[config.mk]
export PLATFORM = sky130hd
export DESIGN_NAME = turf_reset_sequencer
export DESIGN_NICKNAME = d
export VERILOG_FILES = /design/src/rtl/turf_reset_sequencer.sv
export SDC_FILE = /design/constraint.sdc
export NUM_CORES = 1
export LEC_CHECK = 0
export ABC_AREA = 1
export CORE_MARGIN = 5
export CORE_UTILIZATION = 47
export CTS_CLUSTER_DIAMETER = 200
export CTS_CLUSTER_SIZE = 8
export DETAILED_ROUTE_END_ITERATION = 12
export DONT_BUFFER_PORTS = 1
export PLACE_DENSITY = 0.64
export SKIP_CTS_REPAIR_TIMING = 1
export SLEW_MARGIN = 30
export SYNTH_ARGS = -nofsm -noshare
export SYNTH_HDL_FRONTEND = slang
export SYNTH_SLANG_ARGS = --single-unit
[constraint.sdc]
create_clock -name clk_i -period 2.1 [get_ports clk_i]
set_input_delay 0.42 -clock clk_i [delete_from_list [all_inputs] [get_ports clk_i]]
set_output_delay 0.42 -clock clk_i [all_outputs]
set_load 0.02 [all_outputs]
[src/rtl/turf_reset_sequencer.sv]
// TURF reset sequencer: register-driven treset_o / FPROG pulse generation
// followed by a bounded wait for TURF lock, with optional automatic relock.
module turf_reset_sequencer #(
    parameter int unsigned RESET_CYCLES      = 16,
    parameter int unsigned FPROG_CYCLES      = 16,
    parameter int unsigned LOCK_TIMEOUT_BITS = 12,
    parameter int unsigned CNT_WIDTH         = 16
) (
    input  logic        clk_i,
    input  logic        rst_i,
    input  logic        wr_i,
    input  logic [31:0] dat_i,
    output logic [31:0] dat_o,
    input  logic        tlock_i,
    output logic        treset_o,
    output logic        FPROG,
    output logic        busy_o
);

    typedef enum logic [1:0] {
        ST_IDLE      = 2'd0,
        ST_RESET     = 2'd1,
        ST_FPROG     = 2'd2,
        ST_WAIT_LOCK = 2'd3
    } state_t;

    localparam logic [CNT_WIDTH-1:0] RESET_LAST   = CNT_WIDTH'(RESET_CYCLES - 1);
    localparam logic [CNT_WIDTH-1:0] FPROG_LAST   = CNT_WIDTH'(FPROG_CYCLES - 1);
    localparam logic [CNT_WIDTH-1:0] TIMEOUT_LAST =
        CNT_WIDTH'((64'd1 << LOCK_TIMEOUT_BITS) - 64'd1);

    state_t               state;
    logic [CNT_WIDTH-1:0] counter;
    logic                 fprog_sel;
    logic                 auto_en;
    logic                 timeout_flag;
    logic                 lock_ok;
    logic [3:0]           retry_cnt;
    logic                 lock_meta;
    logic                 lock_s;
    logic                 lock_s_d;

    logic wr_start_c;
    logic wr_abort_c;
    logic lock_fall_c;
    logic auto_trig_c;
    logic unused_dat_c;

    // Write decode and automatic relock trigger; abort outranks start.
    assign wr_start_c   = wr_i & dat_i[0] & ~dat_i[2];
    assign wr_abort_c   = wr_i & dat_i[2];
    assign lock_fall_c  = lock_s_d & ~lock_s;
    assign auto_trig_c  = (state == ST_IDLE) & auto_en & lock_ok & lock_fall_c
                        & ~(wr_i & (dat_i[0] | dat_i[2]));
    assign unused_dat_c = ^dat_i[31:5];

    // Lock synchronizer plus one-cycle delay for falling-edge detection.
    always_ff @(posedge clk_i or posedge rst_i) begin
        if (rst_i) begin
            lock_meta <= 1'b0;
            lock_s    <= 1'b0;
            lock_s_d  <= 1'b0;
        end else begin
            lock_meta <= tlock_i;
            lock_s    <= lock_meta;
            lock_s_d  <= lock_s;
        end
    end

    // Sequencer FSM with registered pin outputs, flags and status readback.
    always_ff @(posedge clk_i or posedge rst_i) begin
        if (rst_i) begin
            state        <= ST_IDLE;
            counter      <= '0;
            treset_o     <= 1'b0;
            FPROG        <= 1'b0;
            busy_o       <= 1'b0;
            fprog_sel    <= 1'b0;
            auto_en      <= 1'b0;
            timeout_flag <= 1'b0;
            lock_ok      <= 1'b0;
            retry_cnt    <= 4'd0;
            dat_o        <= 32'd0;
        end else begin
            if (wr_i && dat_i[4]) begin
                auto_en <= dat_i[3];
            end

            if (wr_abort_c) begin
                state    <= ST_IDLE;
                counter  <= '0;
                treset_o <= 1'b0;
                FPROG    <= 1'b0;
                busy_o   <= 1'b0;
            end else begin
                case (state)
                    ST_IDLE: begin
                        if (wr_start_c) begin
                            state        <= ST_RESET;
                            counter      <= '0;
                            treset_o     <= 1'b1;
                            busy_o       <= 1'b1;
                            fprog_sel    <= dat_i[1];
                            timeout_flag <= 1'b0;
                            lock_ok      <= 1'b0;
                        end else if (auto_trig_c) begin
                            state     <= ST_RESET;
                            counter   <= '0;
                            treset_o  <= 1'b1;
                            busy_o    <= 1'b1;
                            fprog_sel <= 1'b0;
                            if (retry_cnt != 4'd15) begin
                                retry_cnt <= retry_cnt + 4'd1;
                            end
                        end
                    end
                    ST_RESET: begin
                        if (counter == RESET_LAST) begin
                            counter  <= '0;
                            treset_o <= 1'b0;
                            if (fprog_sel) begin
                                state <= ST_FPROG;
                                FPROG <= 1'b1;
                            end else begin
                                state <= ST_WAIT_LOCK;
                            end
                        end else begin
                            counter <= counter + CNT_WIDTH'(1);
                        end
                    end
                    ST_FPROG: begin
                        if (counter == FPROG_LAST) begin
                            counter <= '0;
                            FPROG   <= 1'b0;
                            state   <= ST_WAIT_LOCK;
                        end else begin
                            counter <= counter + CNT_WIDTH'(1);
                        end
                    end
                    ST_WAIT_LOCK: begin
                        if (lock_s) begin
                            state   <= ST_IDLE;
                            counter <= '0;
                            busy_o  <= 1'b0;
                            lock_ok <= 1'b1;
                        end else if (counter == TIMEOUT_LAST) begin
                            state        <= ST_IDLE;
                            counter      <= '0;
                            busy_o       <= 1'b0;
                            timeout_flag <= 1'b1;
                            lock_ok      <= 1'b0;
                        end else begin
                            counter <= counter + CNT_WIDTH'(1);
                        end
                    end
                    default: begin
                        state   <= ST_IDLE;
                        counter <= '0;
                    end
                endcase
            end

            dat_o <= {16'(counter), 4'd0, retry_cnt, fprog_sel, auto_en,
                      timeout_flag, lock_ok, lock_s, busy_o, state};
        end
    end

endmodule
Word-level counts from Yosys, hierarchy flattened
Index checks and enable logic that the tools add are counted.

storage, ports and cells
  bits in registers = 60
  input bits = 36
  output and inout port bits = 35
  word-level logic and storage cells = 99

operators by class
  add/subtract/negate cells = 2
  equal/unequal tests = 15
  muxes and demuxes = 37
  bitwise operators = 15
  reductions and logical operators = 16

operators by type and width
  operator                                         count
  2-to-1 mux 16 bit                                6
  one-hot mux 16 bit (3 select lines)              1
  2-to-1 mux 1 bit                                 17
  adder 16 x 1 -> 16 bit, second input constant    1
  == test 16 x 12 -> 1 bit, second input constant  1
  == test 16 x 4 -> 1 bit, second input constant   1
  2-to-1 mux 2 bit                                 7
  inequality test 3 bit, second input constant     4
  inequality test 4 bit, second input constant     3
  AND reduction 4 bit                              3
  one-hot mux 1 bit (2 select lines)               5
  AND reduction 5 bit                              2
  bitwise AND 1 bit                                9
  AND reduction 3 bit                              3
  nonzero test 3 bit                               3
  one-hot mux 2 bit (4 select lines)               1
  inequality test 2 bit, second input constant     3
  NOT 1 bit                                        5
  adder 4 x 1 -> 4 bit, second input constant      1
  == test 2 bit, second input constant             2
  nonzero test 2 bit                               2
  == test 2 x 1 -> 1 bit, second input constant    1
  zero test 2 bit                                  1
  OR reduction 2 bit                               1
  2 further kinds                                  2

Logic depth before layout (Yosys ltp)
Gate-level depths: netlist of the first run.

  depth in word-level cells = 9
  depth in mapped cells = 11
  depth with buffers taken out = 10

Worst setup path after synthesis of the first run
No wires, ideal clock.

  path kind = register -> register
  start = reg state[0]
  end = reg counter[7]
  setup time = 0.122 ns
  arrival time = 1.412 ns
  required time = 1.978 ns
  path slack = 0.566 ns
  cell stages (with the launch flop) = 11
  buffers on the path = 1
  clock period less this slack = 1.534 ns
  cells stage by stage = dfrtp_1 > inv_1 > ha_1 > nand2_2 > nor2_4 > nand2_4 > buf_6 > nand2_2 > nor2_1 > o21ai_1 > a21oi_2

between the ends
  word-level cells in the longest chain between the ends = 6
  elaborated cells on any way between the ends = 12
  classes of those cells = 4 x eq/ne; 2 x mux; 4 x bitwise; 2 x reduce/logical

RTL lines
  item                                    RTL line  RTL
  from (decl)                             32        state_t state;
  from (signal assigned)                  73        state <= ST_IDLE;
  from (signal assigned)                  90        state <= ST_IDLE;
  from (signal assigned)                  99        state <= ST_RESET;
  zero test 2 bit                         53, 96
  bitwise AND 1 bit (3 in a row)          53        assign auto_trig_c = (state == ST_IDLE) & auto_en & lock_ok & lock_fall_c
  bitwise AND 1 bit                       54        & ~(wr_i & (dat_i[0] | dat_i[2]));
  inequality test 4 bit (no source line)  -
  to (signal assigned)                    128       counter <= counter + CNT_WIDTH'(1);
  to (signal assigned)                    137       counter <= counter + CNT_WIDTH'(1);
  to (signal assigned)                    153       counter <= counter + CNT_WIDTH'(1);
  to (decl)                               33        logic [CNT_WIDTH-1:0] counter;

Parallel ways exist; a longest one is shown, timed or not.
A chain may end at the register's enable or synchronous reset.

Worst setup path after layout of the first run
  start = reg state[0]
  end = reg counter[8]

The elaborated chain is that of the path after synthesis.

==> summary.log, run 1 <==
qor: status.status complete, no violations
qor: setup_path.cp_data_arrival_time 1.96 ns
qor: setup_path.slowest_stage sky130_fd_sc_hd__dfrtp_1
qor: timing.fmaxAchievable 570.9 MHz
qor: timing.post-route-period-util 83.41%
qor: clock_network.cts.path.max_buffers 2
qor: floorplan.core 5816 um^2
qor: clock_network.cts_tree done
qor: finish.diodes 0
qor: clock_network.clock-root-buffer sky130_fd_sc_hd__clkbuf_8
qor: synth.yosysWarningCount 0
qor: clock_network.path_clk_slew 0.06 ns
qor: flow_run.max-cap-violations 0
qor: route.met3RoutedLength 316 um
qor: placement.weighted_congestion_at_the_end_of_routability_driven_global_placement 0.8334
qor: timing.period_needed 1.752 ns
qor: setup_path.critical_path.max_fanout 36
qor: route.first_pass_iters 4
qor: clock_network.clock_sink_total 59
qor: finish.postLayoutCoreUtil 52.04%
qor: setup_path.setup.worst_path.start_class flip-flop
qor: route.met2_wirelength 2308 um
qor: timing.finalHoldViolCount 0
qor: route.ant_nets 0
qor: route.vias 1936
qor: route.wirelength 5039 um
qor: global_route.grt_first_pass_wirelength 8838 um
qor: setup_path.timing.critical_path.max_delay_family simple AND/OR/NAND/NOR gates
qor: setup_path.endpoint_kind flip-flop
qor: clock_network.cts_max_level 3
qor: clock_network.worst_skew_pair.late_latency 0.33 ns
qor: placement.hpwlAfterDp 3609 um
qor: pwr.powerDensity 1137 nW/um^2
qor: timing.timing.final.ws_setup 0.3483 ns
qor: floorplan.dieWidth 86.86 um
qor: placement.buffer_ports.inserted 0
qor: synth.synth_seq_area_share 53.18%
qor: finish.design.final.nets 350
qor: clock_network.tritoncts.num_buffers 9
qor: setup_path.number_of_cells_on_the_critical_path 8
qor: setup_path.path_class reg2reg
qor: global_route.globalRoute.totalOverflow 0
qor: finish.areaGrowthSynthToFinish 9.013%
qor: synth.syn_area_per_cell 9.348 um^2
qor: synth.synthesis.area 2776 um^2
qor: timing.setup_total_negative_slack 0 ns
qor: setup_path.crit_path_max_incr_delay 0.37 ns
qor: global_route.maximum_number_of_pins_on_one_net_before_global_route_repair 37
qor: timing.maxSlewViolCount 0
qor: min_path.hold_wc_path_type in2reg
qor: floorplan.initial_core_util 47.74%
qor: finish.final_layout_size_suffix_gt1_share 17.95%
qor: timing.finalHoldWorstSlack 0.1157 ns
qor: route.route.detailed.drc 0
qor: global_route.vias_in_the_first_global_route 1878
qor: route.met1_length 2350 um
qor: synth.postSynthRegisterBits 59
qor: route.drtIter0Drc 75
qor: timing.unrepaired_setup_endpoints_after_global_routing no
qor: synth.netlist_instances 297
qor: placement.place_ws 0.3586 ns
qor: floorplan.io_pins 71
qor: timing.setup_viol 0
qor: setup_path.path_buf_inv 1
qor: floorplan.die_area 7545 um^2
qor: pwr.totalPowerFinal 3.442 mW
qor: setup_path.crit_path_cell_trace inv_1 > ha_1 > nand2_2 > nor2_4 > nand2_4 > nand2_1 > xor2_1 > a21oi_2
qor: route.top_layer_used met4
qor: global_route.global_route_usage_sum 15.27%
qor: global_route.grt_antenna_before_repair 0
qor: pwr.power.static_leakage 1.484 nW
qor: floorplan.cell_row_count 28
qor: route.wl_per_cell 13.02 um
qor: floorplan.die_y 86.86 um
qor: synth.yosys.cell_types.count 34
qor: min_path.holdPathStages 0
qor: setup_path.ff2ff_path_depth 8
qor: timing.skew 0.006968 ns
qor: setup_path.cp_data_required_time 2.31 ns
qor: pwr.worst_ir_drop_vdd 0.0006167 V
qor: route.routed_via_density 5.003
==> flip-flops by register name (all words and copies together), names as in the netlist, 2 cells and up <==
register and count:
counter 16, state 2, retry_cnt 4, dat_o 28
==> synthesized netlist by cell type, drive strengths merged <==
master / n / share of area [%]
xor2: 6 / 1.9
nand3b: 1 / 0.27
buf: 11 / 3.7
a21oi: 15 / 4.1
o22ai: 1 / 0.23
nand3: 17 / 3.6
o21ai: 11 / 2.0
or2: 2 / 0.45
ha: 7 / 3.2
inv: 31 / 4.3
nor2: 33 / 5.3
mux2: 1 / 0.41
nand4: 10 / 2.3
o2111ai: 1 / 0.32
nand2: 81 / 13
o211ai: 2 / 0.54
nor3: 4 / 0.72
conb: 1 / 0.14
xnor2: 2 / 0.63
dfrtp: 59 / 53
a31oi: 1 / 0.23
==> cell type report <==
| class | instances | area [um^2] |
|---|---|---|
| Clock inverter | 5 | 52.55 |
| Sequential cell | 59 | 1476 |
| Timing Repair Buffer | 7 | 55.05 |
| Clock buffer | 11 | 141.4 |
| Fill cell | 552 | 2789 |
| Multi-Input combinational cell | 199 | 1089 |
| Inverter | 31 | 118.9 |
| Tap cell | 75 | 93.84 |
==> report_power, final <==
group | total, mW | leakage (nW) | switching, mW | internal (mW)
combinational | 0.907 | 0.592 | 0.603 | 0.304
clock | 0.998 | 0.0991 | 0.424 | 0.574
sequential | 1.54 | 0.792 | 0.234 | 1.30
total | 3.44 | 1.48 | 1.26 | 2.18
==> through the flow <==
step                instances  instance area [um^2]
floorplan                 300                  2788
global placement          370                  2823
detailed placement        370                  2823
CTS                       386                  3017
global route              387                  3027
finish                    387                  3027
==> cell families (layout without fill, tap and decap cells) <==
kind of cell / after synthesis / in the layout / synth area share [%]
multiplexers: 1 / 1 / 0.4056
flip-flops: 59 / 59 / 53.18
AND/OR/NAND/NOR: 148 / 148 / 25.24
AO/OA/AOI/OAI: 31 / 31 / 7.345
XOR/XNOR: 8 / 8 / 2.524
other: 1 / 4 / 0.1351
buffers and inverters: 42 / 54 / 8.022
adder cells (fa/ha/maj): 7 / 7 / 3.154
==> metal layers <==
| metal | up-vias | global-route usage, % |
|---|---|---|
| li1 | 966 | - |
| met1 | 916 | 19.62 |
| met2 | 47 | 22.71 |
| met3 | 7 | 5.771 |
| met4 | 0 | 7.224 |
| met5 | - | 0 |
==> placed cells by master, fill, tap and decap left out, types with 4 or more instances in the layout <==
master and instances:
sky130_fd_sc_hd__inv_1 27, sky130_fd_sc_hd__o21ai_1 6, sky130_fd_sc_hd__buf_4 6, sky130_fd_sc_hd__nor2_1 28, sky130_fd_sc_hd__nand4_1 10, sky130_fd_sc_hd__xor2_1 6
sky130_fd_sc_hd__a21oi_2 10, sky130_fd_sc_hd__dfrtp_1 59, sky130_fd_sc_hd__conb_1 4, sky130_fd_sc_hd__nand2_1 70, sky130_fd_sc_hd__clkbuf_8 10, sky130_fd_sc_hd__nor3_1 4
sky130_fd_sc_hd__o21ai_0 5, sky130_fd_sc_hd__ha_1 7, sky130_fd_sc_hd__a21oi_1 5, sky130_fd_sc_hd__nand2_4 4, sky130_fd_sc_hd__nand3_1 14, sky130_fd_sc_hd__nand2_2 7
==> final timing paths <==
check                      startpoint          to  slack, ns
setup / recovery             state[0]  counter[8]       0.35
hold / removal                tlock_i   lock_meta       0.12
setup reg to reg             state[0]  counter[8]       0.35
hold reg to reg             lock_meta      lock_s       0.35
max in group asynchronous       rst_i   dat_o[30]       0.95
min in group asynchronous       rst_i   dat_o[19]       0.54
Note: power is estimated with default switching activity, not from simulation.
==> inputs of run 2 (changes only) <==
PLACE_DENSITY = 0.66   (was 0.64)
clock period = 1.5 ns   (was 2.1 ns; I/O delays follow)
==> summary.log, run 2 (synthesis gave the netlist of run 1 again) <==
qor: placement.hpwlAfterDp 3849 um
qor: floorplan.die_y 86.86 um
qor: finish.areaGrowthSynthToFinish 30.24%
qor: timing.setup_total_negative_slack -0.1403 ns
qor: setup_path.setup.worst_path.start_class flip-flop
qor: placement.placed_cells 399
qor: flow_run.max-cap-violations 0
qor: clock_network.cts_tree done
qor: pwr.power.static_leakage 1.708 nW
qor: global_route.maximum_number_of_pins_on_one_net_before_global_route_repair 39
qor: finish.largest_register_ff_count 28
qor: global_route.grt_antenna_before_repair 0
qor: status.violated_checks setup timing
qor: pwr.powerDensity 1569 nW/um^2
qor: setup_path.cp_data_arrival_time 1.79 ns
qor: floorplan.die_area 7545 um^2
qor: finish.largest_registers dat_o (28), counter (16), retry_cnt (4)
qor: clock_network.clock_sink_total 59
qor: timing.period_needed 1.565 ns
qor: finish.diodes 0
qor: global_route.global_route_usage_sum 15.69%
qor: clock_network.worst_skew_pair.late_latency 0.34 ns
qor: pwr.worst_ir_drop_vdd 0.0009617 V
qor: timing.fmaxAchievable 638.9 MHz
qor: clock_network.clock-root-buffer sky130_fd_sc_hd__clkbuf_8
qor: finish.layout.cells.most_common sky130_fd_sc_hd__nand2_1
qor: setup_path.critical_path.max_fanout 4
qor: finish.fin_area 3616 um^2
qor: timing.skew 0.006363 ns
qor: timing.maxSlewViolCount 0
qor: route.wl_per_cell 14.43 um
qor: floorplan.cell_row_count 28
qor: route.routed_via_density 5.026
qor: timing.post-route-period-util 104.4%
qor: setup_path.cp_data_required_time 1.72 ns
qor: floorplan.initial_core_util 47.74%
qor: pwr.totalPowerFinal 5.672 mW
qor: floorplan.core 5816 um^2
qor: floorplan.io_pins 71
qor: route.vias 2166
qor: finish.final_layout_size_suffix_gt1_share 35.67%
qor: route.route.detailed.drc 0
qor: placement.postPlaceCellArea 3047 um^2
qor: clock_network.cts.path.max_buffers 2
qor: timing.finalHoldViolCount 0
qor: finish.filler_cell_count 481
qor: finish.design.final.nets 394
qor: route.ant_nets 0
qor: route.first_pass_iters 4
qor: setup_path.path_class reg2reg
qor: placement.place_ws -0.1120 ns
qor: finish.fin_cells 431
qor: clock_network.tritoncts.num_buffers 9
qor: global_route.grt_first_pass_wirelength 9197 um
qor: global_route.globalRoute.totalOverflow 0
qor: timing.finalHoldWorstSlack 0.05105 ns
qor: route.wirelength 6218 um
qor: placement.weighted_congestion_at_the_end_of_routability_driven_global_placement 0.8034
qor: route.drtIter0Drc 58
qor: finish.top_register dat_o
qor: finish.postLayoutCoreUtil 62.18%
qor: min_path.hold_wc_path_type in2reg
qor: floorplan.dieWidth 86.86 um
qor: clock_network.path_clk_slew 0.07 ns
qor: status.status finished, violations left
qor: setup_path.endpoint_kind flip-flop
qor: global_route.vias_in_the_first_global_route 2080
qor: placement.buffer_ports.inserted 0
qor: timing.setup_viol 7
qor: timing.unrepaired_setup_endpoints_after_global_routing yes
qor: timing.timing.final.ws_setup -0.06529 ns
qor: finish.most_used_cells_in_the_layout_excluding_fill_and_tap_cells 64 x sky130_fd_sc_hd__nand2_1, 57 x sky130_fd_sc_hd__dfrtp_1, 38 x sky130_fd_sc_hd__buf_4
qor: clock_network.cts_max_level 3
==> run 2: changes by cell type in the layout (fill, tap and decap cells not counted), sizes merged <==
cell	before	now
buf	6	44
clkinvlp	1	2
dlygate4sd3	1	2
inv	31	30
nand2	81	86
==> run 2: metal layers <==
layer	global-route usage [%]	wire, um	up-vias
li1	-	-	1068
met4	8.499	83	0
met1	19.73	2624	1047
met3	3.974	333	10
met2	24.71	3176	41
met5	0	0	-
==> run 2: layout make-up <==
| cell class | count | area, um^2 | share of cell area, % |
|---|---|---|---|
| sequential | 59 | 1479 | 40.90 |
| inverter | 31 | 122.6 | 3.391 |
| multi-input combinational | 204 | 1345 | 37.20 |
| timing repair buffer | 46 | 381.6 | 10.55 |
| clock inverter | 5 | 52.55 | 1.453 |
| clock buffer | 11 | 141.4 | 3.910 |
| tap | 75 | 93.84 | 2.595 |
==> run 2: worst paths after layout <==
kind                           start           end  slack (ns)  depth (start not counted)
max                         state[0]  retry_cnt[1]       -0.07                          7
min                             wr_i       auto_en        0.05                          1
max reg2reg                 state[0]  retry_cnt[1]       -0.07                          7
min reg2reg                lock_meta        lock_s        0.36                          0
max in group asynchronous      rst_i    counter[5]        0.57                          3
min in group asynchronous      rst_i     dat_o[23]        0.50                          3
==> run 2: report_power, final <==
group | internal [mW] | switching (mW) | leakage (nW)
sequential | 1.82 | 0.321 | 0.789
clock | 0.803 | 0.634 | 0.0991
combinational | 0.905 | 1.19 | 0.820
total | 3.53 | 2.14 | 1.71
==> run 2: worst max-delay path, cell delays in order, from the launching register on <==
cell,delay (ns)
sky130_fd_sc_hd__dfrtp_1,0.40
sky130_fd_sc_hd__inv_2,0.08
sky130_fd_sc_hd__ha_4,0.14
sky130_fd_sc_hd__nand2_4,0.05
sky130_fd_sc_hd__nor2_4,0.24
sky130_fd_sc_hd__buf_6,0.15
sky130_fd_sc_hd__nand3_4,0.08
sky130_fd_sc_hd__mux2_4,0.31
==> inputs of run 3 (changes only) <==
REMOVE_ABC_BUFFERS = 1   (was not set)
==> summary.log, run 3 (synthesis gave the netlist of run 1 again) <==
qor: timing.setup_viol 2
qor: finish.layout.cells.most_common sky130_fd_sc_hd__nand2_1
qor: flow_run.max-cap-violations 0
qor: setup_path.critical_path.max_fanout 4
qor: setup_path.ff2ff_path_depth 8
qor: status.status finished, violations left
qor: setup_path.timing.critical_path.max_delay_family flip-flops
qor: timing.timing.final.ws_setup -0.03083 ns
qor: setup_path.setup.worst_path.start_class flip-flop
qor: clock_network.clock-root-buffer sky130_fd_sc_hd__clkbuf_8
qor: route.route.detailed.drc 0
qor: setup_path.worst_r2r_startpoint state[1]
qor: placement.weighted_congestion_at_the_end_of_routability_driven_global_placement 0.8184
qor: finish.largest_register_ff_count 28
qor: timing.post-route-period-util 102.1%
qor: setup_path.cp_data_required_time 1.73 ns
qor: placement.hpwlAfterDp 3856 um
qor: global_route.global_route_usage_sum 16.41%
qor: setup_path.timing.reg2reg.setup_slack -0.03 ns
qor: setup_path.worstReg2RegEnd retry_cnt[1]
qor: setup_path.crit_path_cell_trace inv_2 > ha_4 > nand2_4 > nor2_4 > buf_12 > buf_6 > nand3_4 > mux2_2
qor: timing.skew 0.006130 ns
qor: floorplan.dieWidth 86.86 um
qor: route.routed_via_density 5.100
qor: pwr.power.static_leakage 1.747 nW
qor: pwr.powerDensity 1563 nW/um^2
qor: floorplan.cell_row_count 28
qor: finish.diodes 0
qor: route.ant_nets 0
qor: placement.buffer_ports.inserted 0
qor: finish.design.final.nets 392
qor: clock_network.cts.path.max_buffers 2
qor: floorplan.initial_core_util 47.74%
qor: placement.place_ws -0.1275 ns
qor: clock_network.clock_sink_total 59
qor: route.drtIter0Drc 132
qor: timing.setup_total_negative_slack -0.04973 ns
qor: route.wl_per_cell 14.82 um
qor: route.first_pass_iters 4
qor: finish.areaGrowthSynthToFinish 32.13%
qor: min_path.holdPathStages 1
qor: floorplan.core 5816 um^2
qor: setup_path.critical_path_capture_point retry_cnt[1]
qor: setup_path.slowest_stage sky130_fd_sc_hd__dfrtp_1
qor: floorplan.die_y 86.86 um
qor: finish.final_layout_size_suffix_gt1_share 38.14%
qor: setup_path.crit_path_max_incr_delay 0.38 ns
qor: timing.maxSlewViolCount 0
qor: finish.largest_registers dat_o (28), counter (16), retry_cnt (4)
qor: global_route.maximum_number_of_pins_on_one_net_before_global_route_repair 60
qor: finish.top_register dat_o
qor: min_path.hold_wc_path_type in2reg
qor: setup_path.path_buf_inv 3
qor: route.vias 2188
qor: pwr.worst_ir_drop_vdd 0.0007611 V
qor: timing.unrepaired_setup_endpoints_after_global_routing yes
qor: timing.period_needed 1.531 ns
qor: timing.fmaxAchievable 653.2 MHz
qor: route.wirelength 6356 um
qor: setup_path.timing.critical_path.from state[1]
qor: clock_network.cts_max_level 3
qor: floorplan.die_area 7545 um^2
qor: setup_path.path_class reg2reg
qor: global_route.vias_in_the_first_global_route 2112
qor: status.violated_checks setup timing
qor: clock_network.worst_skew_pair.late_latency 0.34 ns
qor: floorplan.io_pins 71
qor: clock_network.tritoncts.num_buffers 9
qor: setup_path.number_of_cells_on_the_critical_path 8
qor: clock_network.cts_tree done
qor: timing.finalHoldViolCount 0
qor: global_route.grt_first_pass_wirelength 9639 um
qor: clock_network.path_clk_slew 0.06 ns
qor: finish.most_used_cells_in_the_layout_excluding_fill_and_tap_cells 61 x sky130_fd_sc_hd__nand2_1, 56 x sky130_fd_sc_hd__dfrtp_1, 37 x sky130_fd_sc_hd__buf_4
qor: global_route.globalRoute.totalOverflow 0
qor: setup_path.cp_data_arrival_time 1.76 ns
qor: setup_path.endpoint_kind flip-flop
qor: global_route.grt_antenna_before_repair 0
==> run 3: worst min path at each step <==
stage / from / slack, ns / endpoint
6_report: wr_i / 0.06 / auto_en
5_1_grt: wr_i / 0.05 / auto_en
4_1_cts: rst_i / -0.1 / dat_o[24]
3_5_place_dp: rst_i / 0.27 / counter[3]
3_3_place_gp: rst_i / 0.27 / dat_o[22]
2_1_floorplan: lock_meta / 0.33 / lock_s
==> run 3: layout make-up <==
type                            count  area, um^2
Sequential cell                    59        1480
Timing Repair Buffer               46       402.9
Clock inverter                      5       52.55
Inverter                           31       118.9
Multi-Input combinational cell    202        1379
Fill cell                         459        2147
Tap cell                           75       93.84
Clock buffer                       11       141.4
==> run 3: worst register-to-register path: stages (launching register included) <==
cell	delay, ns
sky130_fd_sc_hd__dfrtp_1	0.38
sky130_fd_sc_hd__inv_2	0.09
sky130_fd_sc_hd__ha_4	0.16
sky130_fd_sc_hd__nand2_4	0.06
sky130_fd_sc_hd__nor2_4	0.12
sky130_fd_sc_hd__buf_12	0.14
sky130_fd_sc_hd__buf_6	0.11
sky130_fd_sc_hd__nand3_4	0.08
sky130_fd_sc_hd__mux2_2	0.29
==> run 3: routing by layer <==
layer  GRT usage, %  up-vias  share of wire (%)
met5              0        -                  0
met4          9.490        0                2.4
met3          3.879       15                5.8
met2          25.40       51                 50
met1          20.92     1073                 41
li1               -     1049                  -
==> run 3: metrics by stage <==
step,power [mW],util (%),hold slack [ns],instances,area [um^2]
6_report,5.735,63.08,0.05894,429,3669
5_1_grt,6.061,63.08,0.05281,429,3669
4_1_cts,5.149,55.83,-0.09606,415,3247
3_5_place_dp,3.725,52.50,0.2695,399,3053
3_3_place_gp,3.676,52.50,0.2663,399,3053
2_1_floorplan,3.120,-,0.3312,289,2684
==> run 3: power breakdown <==
| part | switching, mW | internal, mW |
|---|---|---|
| combinational | 1.27 | 0.911 |
| clock | 0.609 | 0.803 |
| sequential | 0.318 | 1.82 |
| total | 2.20 | 3.54 |
